`config.mk`:
```
export PLATFORM = sky130hd
export DESIGN_NAME = ram_1p_req_adapter
export DESIGN_NICKNAME = d
export VERILOG_FILES = /design/src/rtl/ram_1p_req_adapter.sv
export SDC_FILE = /design/constraint.sdc
export NUM_CORES = 1
export LEC_CHECK = 0
export ABC_AREA = 1
export CAP_MARGIN = 20
export CORE_ASPECT_RATIO = 1.75
export CORE_MARGIN = 4
export CORE_UTILIZATION = 40
export DETAILED_ROUTE_END_ITERATION = 16
export PLACE_DENSITY = 0.86
export REMOVE_ABC_BUFFERS = 1
export SLEW_MARGIN = 15
export SYNTH_ARGS = -nofsm -noshare
export SYNTH_HDL_FRONTEND = slang
export SYNTH_SLANG_ARGS = --single-unit
```
`constraint.sdc`:
```
create_clock -name clk_i -period 6.03 [get_ports clk_i]
set_input_delay 1.206 -clock clk_i [delete_from_list [all_inputs] [get_ports clk_i]]
set_output_delay 1.206 -clock clk_i [all_outputs]
set_load 0.02 [all_outputs]
```
`src/rtl/ram_1p_req_adapter.sv`:
```
// Request/response front end for a 1-cycle-latency single-port RAM.
// Read data is captured into a small credit-protected FIFO so the host can backpressure responses.
module ram_1p_req_adapter #(
  parameter int unsigned Width    = 32,
  parameter int unsigned Depth    = 128,
  parameter int unsigned RspDepth = 2,
  localparam int unsigned Aw      = $clog2(Depth)
) (
  input  logic             clk_i,
  input  logic             rst_ni,
  input  logic             req_i,
  output logic             gnt_o,
  input  logic             we_i,
  input  logic [Aw-1:0]    addr_i,
  input  logic [Width-1:0] wdata_i,
  input  logic [Width-1:0] wmask_i,
  output logic             rvalid_o,
  input  logic             rready_i,
  output logic [Width-1:0] rdata_o,
  output logic             ram_req_o,
  output logic             ram_write_o,
  output logic [Aw-1:0]    ram_addr_o,
  output logic [Width-1:0] ram_wdata_o,
  output logic [Width-1:0] ram_wmask_o,
  input  logic [Width-1:0] ram_rdata_i
);

  localparam int unsigned PtrW = (RspDepth > 1) ? $clog2(RspDepth) : 1;
  localparam int unsigned CntW = $clog2(RspDepth + 1);
  localparam logic [PtrW-1:0] LastPtr = PtrW'(RspDepth - 1);
  localparam logic [CntW-1:0] FullCnt = CntW'(RspDepth);
  localparam logic [CntW:0]   DepthC  = (CntW + 1)'(RspDepth);

  logic             rd_pending_q, rd_pending_d;
  logic [CntW-1:0]  cnt_q, cnt_d;
  logic [PtrW-1:0]  wr_ptr_q, wr_ptr_d;
  logic [PtrW-1:0]  rd_ptr_q, rd_ptr_d;
  logic [Width-1:0] mem_q [RspDepth];

  logic             push, pop, credit_ok;
  logic [CntW:0]    occ;

  // Explicit wrap so non-power-of-2 depths work.
  function automatic logic [PtrW-1:0] ptr_inc(input logic [PtrW-1:0] p);
    return (p == LastPtr) ? '0 : p + PtrW'(1);
  endfunction

  always_comb begin
    rvalid_o  = (cnt_q != '0);
    rdata_o   = rvalid_o ? mem_q[rd_ptr_q] : '0;
    push      = rd_pending_q;
    pop       = rvalid_o & rready_i;
    // In-flight read holds a slot; a same-cycle pop frees one.
    occ       = {1'b0, cnt_q} + {{CntW{1'b0}}, rd_pending_q} - {{CntW{1'b0}}, pop};
    credit_ok = (occ < DepthC);
    gnt_o     = req_i & (we_i | credit_ok);

    rd_pending_d = gnt_o & ~we_i;

    cnt_d = cnt_q;
    if (push && !pop) begin
      cnt_d = cnt_q + CntW'(1);
    end else if (!push && pop) begin
      cnt_d = cnt_q - CntW'(1);
    end

    wr_ptr_d = push ? ptr_inc(wr_ptr_q) : wr_ptr_q;
    rd_ptr_d = pop  ? ptr_inc(rd_ptr_q) : rd_ptr_q;
  end

  assign ram_req_o   = gnt_o;
  assign ram_write_o = we_i;
  assign ram_addr_o  = addr_i;
  assign ram_wdata_o = wdata_i;
  assign ram_wmask_o = wmask_i;

  always_ff @(posedge clk_i or negedge rst_ni) begin
    if (!rst_ni) begin
      rd_pending_q <= 1'b0;
      cnt_q        <= '0;
      wr_ptr_q     <= '0;
      rd_ptr_q     <= '0;
    end else begin
      rd_pending_q <= rd_pending_d;
      cnt_q        <= cnt_d;
      wr_ptr_q     <= wr_ptr_d;
      rd_ptr_q     <= rd_ptr_d;
    end
  end

  always_ff @(posedge clk_i) begin
    if (push) begin
      mem_q[wr_ptr_q] <= ram_rdata_i;
    end
  end

  a_no_overflow: assert property (@(posedge clk_i) disable iff (!rst_ni)
    !(push && (cnt_q == FullCnt) && !pop));

  a_req_stable: assert property (@(posedge clk_i) disable iff (!rst_ni)
    (req_i && !gnt_o) |=> (req_i && $stable(we_i) && $stable(addr_i) && $stable(wdata_i)));

  a_rdata_stable: assert property (@(posedge clk_i) disable iff (!rst_ni)
    (rvalid_o && !rready_i) |=> $stable(rdata_o));

endmodule

```
==> flow_summary.toml <==
[sta]
rsz0062_at_grt = "false"
final.setup.tns_ps = 0
setup_violations = 0
fmax_ghz = 0.201
finalHoldViolations = 0
relSlewSlack_pct = 36.1
fin_crit_sh_pct = 82.5
slew_violations = 0
tightest_slew_ps = 956
fin_skew_ps = 3.20
period_minus_slack_ps = 4970

[cells_and_area]
instances_no_fill = 408
fin_area_um2 = 4040
syn_to_final_growth_pct = 17.4
antenna_cells = 0
drive_gt1_share_pct = 17.7
layout.nets = 399

[global_route]
grt_pass1_vias = 1943
grtUsageTotal_pct = 23.7
grt_overflow_total = 0
grt_max_degree = 34
antenna_found_initial = 0
grt_pass1_wl_um = 15600

[pwr]
leakage_uw = 0.00146
vdd_ir_drop_max_uv = 352
powerDensity_nw_per_um2 = 554
power_uw = 2240

[worst_setup_path]
r2r_setup_slack_ps = 3850
r2r_cells = 10
slowest_delay_ps = 650
path_class = "input pin to primary output"
rr_startpoint = "cnt_q[1]"
crit_required_ps = 4820
crit_fanout = 3
path_cells = "clkdlybuf4s50_1, nand2_1, inv_1, ha_1, nor2_1, fa_1, inv_1, nand3_1, a21oi_1, clkdlybuf4s50_1"
r2r-end = "push"
crit_arrival_ps = 3770
crit_start = "rready_i"
cp-end-kind = "primary output"
endpoint = "gnt_o"
crit_path_top_delay_cell = "clkdlybuf4s50_1"
cp-start-kind = "input pin"

[synth]
seq_area_frac_synth_pct = 59.4
yosys.area.top_type = "edfxtp_1"
ys_types = 19
yosys_register_bits = 69
yosysMostFrequentCell = "buf_4"
synth_ff_type = "edfxtp_1"
mappedNetlistArea_um2 = 3440
yosysWarnings = 0
yosys-top-cells-area = "edfxtp_1 (56%), buf_4 (16%), nand2_1 (7.8%), a21oi_2 (7.6%), dfrtp_1 (3.6%)"
synth-edff-count = 64
yosysTopAreaCellShare_pct = 55.8
syn_inst = 287
syn_avg_cell_area_um2 = 12.0
async_flop_share_pct = 7.25
synthTopCellsByCount = "buf_4 (74), nand2_1 (72), edfxtp_1 (64)"

[hold_path]
hp-class = "flip-flop to flip-flop"

[detailed_routing]
drtIter0Drc = 70
remaining_drc_errors = 0
first_pass_iters = 4
viasPerCell = 4.89
vias = 1994
wl_per_cell_um = 29.5
antenna_left = 0
drt-total-wl_um = 12100

[placed_design]
dp_cells = 392
portBuffers = 72
dpl_cell_area_um2 = 3650
place_hpwl_um = 9960
gp_congestion = 0.856

[clock_network]
clkTransAtPathRegs_ps = 50
cts_tree = "yes"
clockBufferDepth = 2
ctsHtreeMaxLevel = 3
cts_inserted_buffers = 9
clockRootBuffer = "clkbuf_16"
cts_sinks = 69
cts.hold.buffers_added = 0
post_cts_buffers = 0
postCtsResizedCells = 0
clk_latency_ps = 330

[die]
ios = 215
die-width_um = 78.1
start_util_pct = 41.1
placementRows = 44
core_area_um2 = 8370
dieArea_um2 = 10200
die_y_um = 131

[job]
max-cap-violations = 0

[outcome]
run_status = "finished, final reports clean"
[logic make-up after synthesis]
family | Yosys count | synth area share, %
compound gates | 34 | 8.21
flops | 69 | 59.4
fa+ha+maj | 3 | 1.31
buf+inv | 98 | 21.3
simple gates | 81 | 9.27
xor+xnor | 2 | 0.509
[critical path, delay by kind of cell]
kind,cells,cell delay [ps]
compound gates,1,190
fa+ha+maj,2,780
buf+inv,4,1200
simple gates,3,390
[worst min-delay path by stage]
stage	startpoint	endpoint	slack, ps	cells after the start
2_1_floorplan	wr_ptr_q	wr_ptr_q	460	1
3_3_place_gp	cnt_q[0]	cnt_q[0]	510	2
3_5_place_dp	push	wr_ptr_q	520	1
4_1_cts	push	wr_ptr_q	520	1
5_1_grt	push	wr_ptr_q	550	1
6_report	push	wr_ptr_q	520	1
[flip-flops by register name, indices dropped and copies added, names as in the netlist]
register	cells
mem_q	64
rd_ptr_q	1
wr_ptr_q	1
cnt_q	2
push	1
[cell usage in the layout, fill, tap and decap left out]
cell type / synthesis / final
a21oi_1: 4 / 4
a21oi_2: 30 / 30
buf_4: 74 / 1
bufinv_16: 0 / 5
clkbuf_1: 0 / 1
clkbuf_16: 0 / 9
clkdlybuf4s50_1: 0 / 72
clkinv_4: 0 / 1
dfrtp_1: 5 / 4
dfrtp_2: 0 / 1
edfxtp_1: 64 / 64
fa_1: 1 / 1
ha_1: 2 / 2
inv_1: 12 / 12
inv_2: 2 / 2
inv_6: 1 / 1
nand2_1: 72 / 72
nand2_4: 1 / 1
nand3_1: 2 / 2
nand4_1: 2 / 2
nor2_1: 4 / 3
nor2_4: 0 / 1
xor2_1: 2 / 2
[layout make-up]
type / count / area (um2)
Inverter: 15 / 61.3
Timing Repair Buffer: 73 / 728
Clock buffer: 10 / 229
Fill cell: 739 / 4330
Clock inverter: 6 / 159
Tap cell: 115 / 144
Multi-Input combinational cell: 120 / 672
Sequential cell: 69 / 2050
[where the power goes]
group	internal [uW]	switching [uW]	total, uW
registers	610	63.6	674
logic	369	520	889
clock network	488	189	677
total	1470	773	2240
[stage by stage]
step | worst slack [ps] | hold slack [ps] | utilization [%]
after detailed placement | 1070 | 516 | 43.6
after floorplan | 1850 | 461 | -
after global placement | 1260 | 508 | 43.6
after CTS | 1050 | 524 | 48.3
after global routing | 925 | 547 | 48.3
final | 1060 | 518 | 48.3
[per-layer routing]
metal / vias up / track usage, % / wire length (um)
met1: 898 / 12.7 / 2300
met4: 0 / 19.2 / 1040
met2: 184 / 42.5 / 6250
met5: - / 0 / 0
met3: 34 / 21.5 / 2450
li1: 878 / - / -
(Power assumes the default switching activity.)
